[config.mk]
export PLATFORM = sky130hd
export DESIGN_NAME = ysyx_22040750_ifu
export DESIGN_NICKNAME = d
export VERILOG_FILES = /design/src/rtl/ysyx_22040750_ifu.sv
export SDC_FILE = /design/constraint.sdc
export NUM_CORES = 1
export LEC_CHECK = 0
export ABC_AREA = 1
export CORE_MARGIN = 2
export CORE_UTILIZATION = 35
export CTS_CLUSTER_DIAMETER = 60
export DETAILED_ROUTE_END_ITERATION = 12
export GPL_TIMING_DRIVEN = 1
export PLACE_DENSITY_LB_ADDON = 0.08
export SYNTH_ARGS = -nofsm -noshare
export SYNTH_HDL_FRONTEND = slang
export SYNTH_SLANG_ARGS = --single-unit
export TNS_END_PERCENT = 100
[constraint.sdc]
create_clock -name I_clk -period 7.5 [get_ports I_clk]
set_input_delay 1.875 -clock I_clk [delete_from_list [all_inputs] [get_ports I_clk]]
set_output_delay 1.875 -clock I_clk [all_outputs]
set_load 0.05 [all_outputs]
[src/rtl/ysyx_22040750_ifu.sv]
// Instruction fetch unit: owns the PC, issues icache fetches only when a buffer slot
// is guaranteed, and queues returned instructions for IF/ID. `YSYX_22040750_IFU_BUF2_EN selects a 2-entry buffer.
module ysyx_22040750_ifu #(
  parameter logic [31:0] RESET_PC = 32'h8000_0000
) (
  input  logic        I_clk,
  input  logic        I_rst_n,
  input  logic        I_redirect_valid,
  input  logic [31:0] I_redirect_pc,
  output logic [31:0] O_icache_addr,
  output logic        O_icache_rd_req,
  input  logic        I_icache_rd_ready,
  input  logic [31:0] I_icache_inst,
  input  logic        I_icache_rvalid,
  output logic        O_if_valid,
  output logic [31:0] O_if_pc,
  output logic [31:0] O_if_inst,
  input  logic        I_if_ready
);

`ifdef YSYX_22040750_IFU_BUF2_EN
  localparam int DEPTH = 2;
`else
  localparam int DEPTH = 1;
`endif

  typedef struct packed {
    logic [31:0] pc;
    logic [31:0] inst;
  } entry_t;

  typedef struct packed {
    logic        valid;
    logic [31:0] pc;
    logic        kill;
  } inflight_t;

  logic [31:0] fetch_pc_q, fetch_pc_d;
  inflight_t   infl_q, infl_d;
  entry_t      fifo_q [DEPTH];
  entry_t      fifo_d [DEPTH];
  logic [1:0]  count_q, count_d;
  logic        started_q;

  logic        infl_busy;
  logic        transfer;
  logic        handshake;
  logic        push;
  logic [2:0]  credit;
  logic [1:0]  wr_idx;
  logic [31:0] redirect_pc_aligned;
  logic        unused_redirect_lsbs;

  assign redirect_pc_aligned  = {I_redirect_pc[31:2], 2'b00};
  assign unused_redirect_lsbs = ^I_redirect_pc[1:0];

  // A killed fetch still occupies the icache but its data is never buffered,
  // so it must not hold back a buffer slot.
  assign infl_busy = infl_q.valid && !infl_q.kill;

  assign O_if_valid = (count_q != 2'd0) && !I_redirect_valid;
  assign transfer   = O_if_valid && I_if_ready;

  assign credit = 3'(DEPTH) - {1'b0, count_q} - {2'b00, infl_busy} + {2'b00, transfer};

  assign O_icache_addr   = fetch_pc_q;
  assign O_icache_rd_req = started_q && !I_redirect_valid && (credit != 3'd0);
  assign handshake       = O_icache_rd_req && I_icache_rd_ready;
  assign push            = I_icache_rvalid && infl_busy && !I_redirect_valid;

  assign wr_idx = count_q - {1'b0, transfer};

  assign O_if_pc   = fifo_q[0].pc;
  assign O_if_inst = fifo_q[0].inst;

  // NOTE: every output of an always_comb gets a default first; a path that
  // leaves one unassigned infers a latch.
  always_comb begin
    fifo_d  = fifo_q;
    count_d = count_q;
    if (transfer) begin
      for (int i = 0; i < DEPTH - 1; i++) begin
        fifo_d[i] = fifo_q[i + 1];
      end
      count_d = count_d - 2'd1;
    end
    if (push) begin
      for (int i = 0; i < DEPTH; i++) begin
        if (wr_idx == 2'(i)) begin
          fifo_d[i] = '{pc: infl_q.pc, inst: I_icache_inst};
        end
      end
      count_d = count_d + 2'd1;
    end
    if (I_redirect_valid) begin
      count_d = 2'd0;
    end
  end

  always_comb begin
    infl_d = infl_q;
    if (handshake) begin
      infl_d = '{valid: 1'b1, pc: fetch_pc_q, kill: 1'b0};
    end else if (I_icache_rvalid) begin
      // A response with nothing in flight (e.g. orphaned by reset) just falls through.
      infl_d.valid = 1'b0;
    end
    if (I_redirect_valid && infl_d.valid) begin
      infl_d.kill = 1'b1;
    end
  end

  always_comb begin
    fetch_pc_d = fetch_pc_q;
    if (I_redirect_valid) begin
      fetch_pc_d = redirect_pc_aligned;
    end else if (handshake) begin
      fetch_pc_d = fetch_pc_q + 32'd4;
    end
  end

  // NOTE: state registers use non-blocking assignments so every register
  // samples the pre-edge values regardless of statement order.
  always_ff @(posedge I_clk or negedge I_rst_n) begin
    if (!I_rst_n) begin
      fetch_pc_q <= RESET_PC;
      infl_q     <= '0;
      count_q    <= 2'd0;
      started_q  <= 1'b0;
      // NOTE: the buffer storage is reset because its head drives O_if_pc /
      // O_if_inst directly, which must read zero out of reset.
      for (int i = 0; i < DEPTH; i++) begin
        fifo_q[i] <= '0;
      end
    end else begin
      fetch_pc_q <= fetch_pc_d;
      infl_q     <= infl_d;
      count_q    <= count_d;
      started_q  <= 1'b1;
      fifo_q     <= fifo_d;
    end
  end

endmodule
# Word-level counts from Yosys, hierarchy flattened
# Index checks and enable logic that the tools add are counted.
dict set report totals {
  register_bits 133
  input_bits 70
  wordCells 41
}
dict set report op_classes {
  addsub 7
  muxes 9
  n_reduce_logical 17
}
# operator n
set ops {}
lappend ops {{$mux 32} 2}
lappend ops {{$add 32x3->32 const B} 1}
lappend ops {{$logic_and 1x1->1} 9}
lappend ops {{$mux 2} 3}
lappend ops {{$reduce_bool 2->1} 3}
lappend ops {{$mux 1} 4}
lappend ops {{$add 3x1->3} 1}
lappend ops {{$reduce_bool 3->1} 1}
lappend ops {{$sub 1x2->3 const A} 1}
lappend ops {{$sub 3x1->3} 1}
lappend ops {{$add 2x1->2 const B} 1}
lappend ops {{$logic_not 1->1} 2}
lappend ops {{$logic_not 2->1} 1}
lappend ops {{$reduce_and 2->1} 1}
lappend ops {{$sub 2x1->2} 1}
lappend ops {{$sub 2x1->2 const B} 1}

# Depth between registers and ports, before layout
# Gate-level depths: netlist of the first run.
dict set report depth {
  word_depth 10
  depth_mapped 19
}

# Worst setup path after synthesis of the first run
# Ideal clock, no wire load.
dict set report synth_timing {
  path_type {in2out}
  startpoint {in I_redirect_valid}
  endpoint {out O_icache_rd_req}
  arrival_time_ps 4318
  slack_ps 1307
  stages 13
  path_buffers 1
  cell_sequence {buf_6 > nor2_1 > nand2_1 > inv_1 > ha_1 > inv_1 > nand2_1 > inv_1 > fa_1 > nor2_1 > nand2_2 > nand2_2 > inv_1}
}
dict set report synth_via {
  elab_chain_cells 6
  word_cells_on_any_way 7
}
# item line
set synth_rtl {}
lappend synth_rtl {{start, declared} 8} ;# input logic I_redirect_valid,
lappend synth_rtl {{$logic_not 1->1} 61} ;# assign O_if_valid = (count_q != 2'd0) && !I_redirect_valid;
lappend synth_rtl {{$logic_and 1x1->1} 61}
lappend synth_rtl {{net O_if_valid} 15} ;# output logic O_if_valid,
lappend synth_rtl {{$logic_and 1x1->1} 62} ;# assign transfer = O_if_valid && I_if_ready;
lappend synth_rtl {{$add 3x1->3} 64} ;# assign credit = 3'(DEPTH) - {1'b0, count_q} - {2'b00, infl_busy} + {2'b00, transfer};
lappend synth_rtl {{$reduce_bool 3->1} 67} ;# assign O_icache_rd_req = started_q && !I_redirect_valid && (credit != 3'd0);
lappend synth_rtl {{$logic_and 1x1->1} 67}
lappend synth_rtl {{end, declared} 11} ;# output logic O_icache_rd_req,
# The timed path passes the listed nets, and every way through them passes these cells.

# Final worst setup path of the first run
dict set report layout_timing {
  startpoint {in I_redirect_valid}
  endpoint {out O_icache_rd_req}
}
dict set report layout_via {
  elab_chain_cells 6
  word_cells_on_any_way 7
}
# item line
set layout_rtl {}
lappend layout_rtl {{$logic_not 1->1 *} {61, 67}}
lappend layout_rtl {{$logic_and 1x1->1} 61}
lappend layout_rtl {{$logic_and 1x1->1} 62}
lappend layout_rtl {{$add 3x1->3} 64}
lappend layout_rtl {{$reduce_bool 3->1} 67}
lappend layout_rtl {{$logic_and 1x1->1 *} 67}
# Mark *: on every way between the ends. The rest lies on a longest branch, timed or not.

==> flow_metrics.env, run 1 <==
export IMPL_synth_top_area_frac=0.506
export IMPL_cp_cell_sequence="clkdlybuf4s50_1 -> nor2_1 -> nand2_1 -> inv_1 -> ha_1 -> inv_1 -> nand2_1 -> inv_1 -> fa_1 -> nor2_1 -> nand2_2 -> nand2_2 -> inv_1 -> buf_12"
export IMPL_numPortBuffers=161
export IMPL_drt_total_wl_um=16400
export IMPL_pwr_share_seq=0.336
export IMPL_hold_violations=0
export IMPL_wire_per_inst_um=13.7
export IMPL_crit_arrival_ns=4.10
export IMPL_worst_path_buf_inv=6
export IMPL_max_freq_mhz=167
export IMPL_end_kind="primary output"
export IMPL_placed_cells=1165
export IMPL_setup_tns_ns=0
export IMPL_drc=0
export IMPL_place_hpwl_um=11600
export IMPL_cts_sinks=127
export IMPL_rsz0062_at_grt="false"
export IMPL_core_um2=17400
export IMPL_yosysTopAreaCell="dfrtp_1"
export IMPL_fp_dieW_um=137
export IMPL_start_util=0.359
export IMPL_min_period_ns=5.98
export IMPL_finalMaxSlewViolations=0
export IMPL_insertion_delay_ns=0.42
export IMPL_tightest_slew_ns=1.00
export IMPL_grt_pass1_vias=4955
export IMPL_clkPwrFrac=0.265
export IMPL_clk_pin_slew_ns=0.06
export IMPL_viasPerCell=4.43
export IMPL_synthCells=808
export IMPL_cts_tree="yes"
export IMPL_overflow=0
export IMPL_p_switching_mw=1.25
export IMPL_status="completed"
export IMPL_antenna_found_initial=0
export IMPL_p_per_area_nw_per_um2=359
export IMPL_ir_drop_mv=0.166
export IMPL_cts_buffer_depth=2
export IMPL_layout_commonest_cell="nand2_1"
export IMPL_combPwrFrac=0.400
export IMPL_final_util=0.490
export IMPL_nNetsFinal=1034
export IMPL_io_pins=168
export IMPL_slew_headroom=0.333
export IMPL_crit_required_ns=5.62
export IMPL_rows=48
export IMPL_hold_ws_ns=0.477
export IMPL_vias=5292
export IMPL_synth_edff_count=0
export IMPL_async_flop_share=1.00
export IMPL_grt_max_degree=103
export IMPL_setup_viol=0
export IMPL_cp_common_cell="inv_1"
export IMPL_chipHeight_um=137
export IMPL_postCtsSetupRepairBufs=0
export IMPL_drtPass1Iterations=5
export IMPL_cp_slowest_stage_delay_ns=0.44
export IMPL_routabilityCongestion=0.849
export IMPL_cts_resized=0
export IMPL_ys_types=28
export IMPL_ys_warn_count=0
export IMPL_fin_cells=1195
export IMPL_synth_area_top_cells="dfrtp_1 51%, nand2_1 17%, inv_1 7.1%"
export IMPL_ys_flop_type="dfrtp_1"
export IMPL_diodes=0
export IMPL_syn_area_per_cell_um2=7.72
export IMPL_crit_fanout=4
export IMPL_cts_buffers=17
export IMPL_internal_power_mw=1.81
export IMPL_ys_ff_latch=127
export IMPL_skew_ns=0.00894
export IMPL_die_area_um2=18900
export IMPL_cellLeakagePower_nw=4.06
export IMPL_crit_type="in2out"
export IMPL_drive_gt1_frac=0.0588
export IMPL_syn_to_final_growth_pct=36.5
export IMPL_period_share=0.797
export IMPL_grt_pass1_wl_um=26100
export IMPL_grt_usage=0.181
export IMPL_ant_nets=0
export IMPL_drt_iter0_markers=289
export IMPL_hp_class="reg2reg"
export IMPL_crit_slowest_cell="clkdlybuf4s50_1"
export IMPL_critPathTopFamily="buffers and inverters"
export IMPL_start_kind="input port"
export IMPL_switching_share=0.409
export IMPL_cts_htree_levels=4
export IMPL_synth_area_um2=6230
export IMPL_total_power_mw=3.06
export IMPL_seq_area_frac_synth=0.510
export IMPL_fillCellCount=1749
export IMPL_cts_root_buffer="clkbuf_16"
export IMPL_mostFrequentLayoutCells="277 x nand2_1, 159 x clkdlybuf4s50_1, 126 x dfrtp_1"
export IMPL_cts_hold_buffers=0
export IMPL_max_cap_violations=0
worst min-delay path, delay by kind of cell, from the launching register on:
kind             cells  cell delay (ns)
AND/OR/NAND/NOR      1             0.06
AO/OA/AOI/OAI        1             0.04
flip-flops           1             0.34
stage by stage:
| stage | cell area [µm²] | setup WS [ns] |
|---|---|---|
| final | 8510 | 1.52 |
| after global routing | 8510 | 1.27 |
| after CTS | 8510 | 1.49 |
| after detailed placement | 7930 | 1.50 |
| after global placement | 7930 | 1.51 |
| after floorplan | 6250 | 1.31 |
final timing paths:
kind | startpoint | end | slack (ns) | cells past startpoint
worst max-delay path | I_redirect_valid | O_icache_rd_req | 1.52 | 14
worst min-delay path | O_if_pc[5] | O_if_pc[5] | 0.48 | 2
worst max register to register | count_q[1] | O_icache_addr[5] | 4.05 | 17
worst min register to register | O_if_pc[5] | O_if_pc[5] | 0.48 | 2
max in group asynchronous | I_rst_n | O_icache_addr[25] | 4.80 | 2
min in group asynchronous | I_rst_n | O_if_inst[23] | 1.42 | 1
synthesized netlist by cell type (all sizes together), types with 2 or more instances:
library cell and number:
buf 25, nor2 56, nand2 281, dfrtp 126, conb 2, nand3 68
nand4 2, ha 4, o21ai 104, inv 121, clkbuf 10, nand3b 2
logic make-up after synthesis:
group                      Yosys count  synth area share
and+or+nand+nor                    410             0.272
xor gates and xnor gates             2           0.00281
adders and majority gates            5            0.0112
AOI/OAI and AO/OA                  106            0.0913
other                                2           0.00120
DFF                                127             0.510
buffers and inverters              156             0.112
power groups by stage:
| stage | clock (mW) | sequential, mW | combinational, mW |
|---|---|---|---|
| after global placement | 0 | 1.03 | 1.23 |
| after detailed placement | 0 | 1.04 | 1.23 |
| final | 0.810 | 1.03 | 1.22 |
| after floorplan | 0 | 1.52 | 0.317 |
| after CTS | 0.832 | 1.03 | 1.24 |
| after global routing | 0.860 | 1.06 | 1.32 |
registers in the layout, summed over array words and instances (netlist names):
signal and cells:
infl_q 32, started_q 1, count_q 2, O_icache_addr 30
O_if_inst 32, O_if_pc 30
routing by layer:
metal / routed length [µm] / track usage / share of wire / vias up
li1: - / - / - / 2798
met1: 7840 / 0.253 / 0.48 / 2344
met2: 7370 / 0.274 / 0.45 / 139
met3: 1020 / 0.0504 / 0.062 / 11
met4: 149 / 0.0561 / 0.0091 / 0
met5: 0 / 0 / 0 / -
area by class of cell:
type	instances	area, µm²	area share
timing repair buffer	164	1650	0.193
clock buffer	20	467	0.0549
tap	225	282	0.0331
sequential	127	3180	0.374
multi-input combinational	528	2370	0.279
clock inverter	10	111	0.0131
inverter	121	454	0.0534
(Power assumes the default switching activity.)
==> run 2: changes to the inputs <==
- clock period: 7.5 -> 6.15 ns (I/O delays scaled with it)
==> run 2 against run 1 <==
Effect of this change:
- cell count grew 0.17%
- worst setup slack got worse by 0.67 ns
- critical path depth stayed put
- clock skew about the same
- global-route usage decreased by 0.16 points
- wire length fell by 0.39%
- total power up 23%
- sequential share of layout area shrank 0.15 points
- sequential power increased by 21%
- utilization rose by 0.19 points
==> flow_metrics.env, run 2 (synthesis results as in run 1) <==
export IMPL_tightest_slew_ns=0.961
export IMPL_combPwrFrac=0.397
export IMPL_internal_power_mw=2.22
export IMPL_crit_fanout=4
export IMPL_cp_slowest_stage_delay_ns=0.44
export IMPL_end_kind="primary output"
export IMPL_cts_buffer_depth=2
export IMPL_setup_viol=0
export IMPL_grt_usage=0.180
export IMPL_cts_resized=0
export IMPL_design_area_um2=8540
export IMPL_max_cap_violations=0
export IMPL_io_pins=168
export IMPL_fin_cells=1197
export IMPL_vias=5316
export IMPL_seqCellArea_um2=3180
export IMPL_clk_pin_slew_ns=0.06
export IMPL_overflow=0
export IMPL_max_freq_mhz=189
export IMPL_placed_cells=1166
export IMPL_dp_slack_ns=0.835
export IMPL_p_switching_mw=1.53
export IMPL_cts_htree_levels=4
export IMPL_chipHeight_um=137
export IMPL_p_per_area_nw_per_um2=439
export IMPL_drt_iter0_markers=350
export IMPL_multi_input_area_um2=2370
export IMPL_grt_use_met1=0.250
export IMPL_routabilityCongestion=0.860
export IMPL_insertion_delay_ns=0.42
export IMPL_pwr_share_seq=0.334
export IMPL_core_um2=17400
export IMPL_min_period_ns=5.29
export IMPL_busiest_layer="met2"
export IMPL_layout_setup_ws_ns=0.857
export IMPL_place_hpwl_um=11400
export IMPL_die_area_um2=18900
export IMPL_fp_dieW_um=137
export IMPL_numPortBuffers=161
export IMPL_cts_hold_buffers=0
export IMPL_postPlaceCellArea_um2=7950
export IMPL_crit_slowest_cell="clkdlybuf4s50_1"
export IMPL_wire_per_inst_um=13.6
export IMPL_viasPerCell=4.44
export IMPL_ant_nets=0
export IMPL_worst_path_buf_inv=6
export IMPL_postCtsSetupRepairBufs=0
export IMPL_rows=48
export IMPL_cp_common_cell="inv_1"
export IMPL_grt_max_degree=125
export IMPL_clkPwrFrac=0.269
export IMPL_total_power_mw=3.75
export IMPL_status="completed"
export IMPL_syn_to_final_growth_pct=37.0
export IMPL_cp_cell_sequence="clkdlybuf4s50_1 -> nor2_1 -> nand2_1 -> inv_1 -> ha_1 -> inv_1 -> nand2_1 -> inv_1 -> fa_1 -> nor2_1 -> nand2_2 -> nand2_2 -> inv_1 -> buf_12"
export IMPL_cts_sinks=127
export IMPL_start_util=0.359
export IMPL_critPathTopFamily="buffers and inverters"
export IMPL_rsz0062_at_grt="false"
export IMPL_slew_headroom=0.358
export IMPL_period_share=0.861
export IMPL_grt_pass1_vias=5062
export IMPL_grt_pass1_wl_um=26000
export IMPL_crit_required_ns=4.61
export IMPL_drc=0
export IMPL_hold_violations=0
export IMPL_diodes=0
export IMPL_hp_class="reg2reg"
export IMPL_finalMaxSlewViolations=0
export IMPL_drtPass1Iterations=5
export IMPL_layout_commonest_cell="nand2_1"
export IMPL_mostFrequentLayoutCells="277 x nand2_1, 159 x clkdlybuf4s50_1, 126 x dfrtp_1"
export IMPL_switching_share=0.408
export IMPL_setup_tns_ns=0
export IMPL_cts_root_buffer="clkbuf_16"
export IMPL_fillCellCount=1775
export IMPL_skew_ns=0.00872
export IMPL_start_kind="input port"
export IMPL_grt_util_met3=0.0434
export IMPL_drive_gt1_frac=0.0597
export IMPL_drt_total_wl_um=16300
export IMPL_ir_drop_mv=0.215
export IMPL_cts_tree="yes"
export IMPL_nNetsFinal=1035
export IMPL_antenna_found_initial=0
export IMPL_cellLeakagePower_nw=4.08
export IMPL_grt_use_met2=0.274
export IMPL_crit_type="in2out"
export IMPL_crit_arrival_ns=3.76
export IMPL_cts_buffers=17
==> run 2: cell count changes in the layout (fill, tap and decap cells not counted), sizes merged <==
cell | previous run | this run
clkinvlp | 3 | 2
buf | 5 | 6
clkbuf | 20 | 22
==> run 2: path summary, 6_finish.rpt <==
kind,slack (ns),endpoint,cells after the start,from
min,0.48,O_if_pc[5],2,O_if_pc[5]
min in group asynchronous,1.19,O_if_inst[23],1,I_rst_n
max in group asynchronous,3.88,O_if_pc[13],2,I_rst_n
min reg2reg,0.48,O_if_pc[5],2,O_if_pc[5]
max,0.86,O_icache_rd_req,14,I_redirect_valid
max reg2reg,2.77,O_icache_addr[2],17,count_q[1]
==> run 2: per-stage QoR <==
step / hold WS [ns] / utilization
floorplan: 0.453 / -
global placement: 0.466 / 0.458
detailed placement: 0.473 / 0.458
CTS: 0.487 / 0.492
global route: 0.495 / 0.492
finish: 0.481 / 0.492
==> run 2: metal layers <==
metal,vias to the layer above,share of wire
li1,2793,-
met1,2385,0.48
met2,132,0.45
met3,6,0.055
met4,0,0.0094
met5,-,0
==> run 2: layout make-up <==
class | count | area share
repair buffers | 165 | 0.195
clock buffers | 22 | 0.0567
multi-input cells | 528 | 0.277
well taps | 225 | 0.0330
inverters | 121 | 0.0532
clock inverters | 9 | 0.0126
flip-flops and latches | 127 | 0.372
==> run 2: power by group through the flow <==
| stage | clock [mW] | combinational, mW | sequential, mW |
|---|---|---|---|
| CTS | 1.03 | 1.51 | 1.26 |
| floorplan | 0 | 0.387 | 1.85 |
| detailed placement | 0 | 1.50 | 1.27 |
| global route | 1.07 | 1.61 | 1.29 |
| global placement | 0 | 1.50 | 1.26 |
| finish | 1.01 | 1.49 | 1.25 |
==> run 2: tightest hold or removal path, stage by stage, from the launching register on <==
cell,delay [ns]
dfrtp_1,0.34
nand2_1,0.07
o21ai_2,0.05
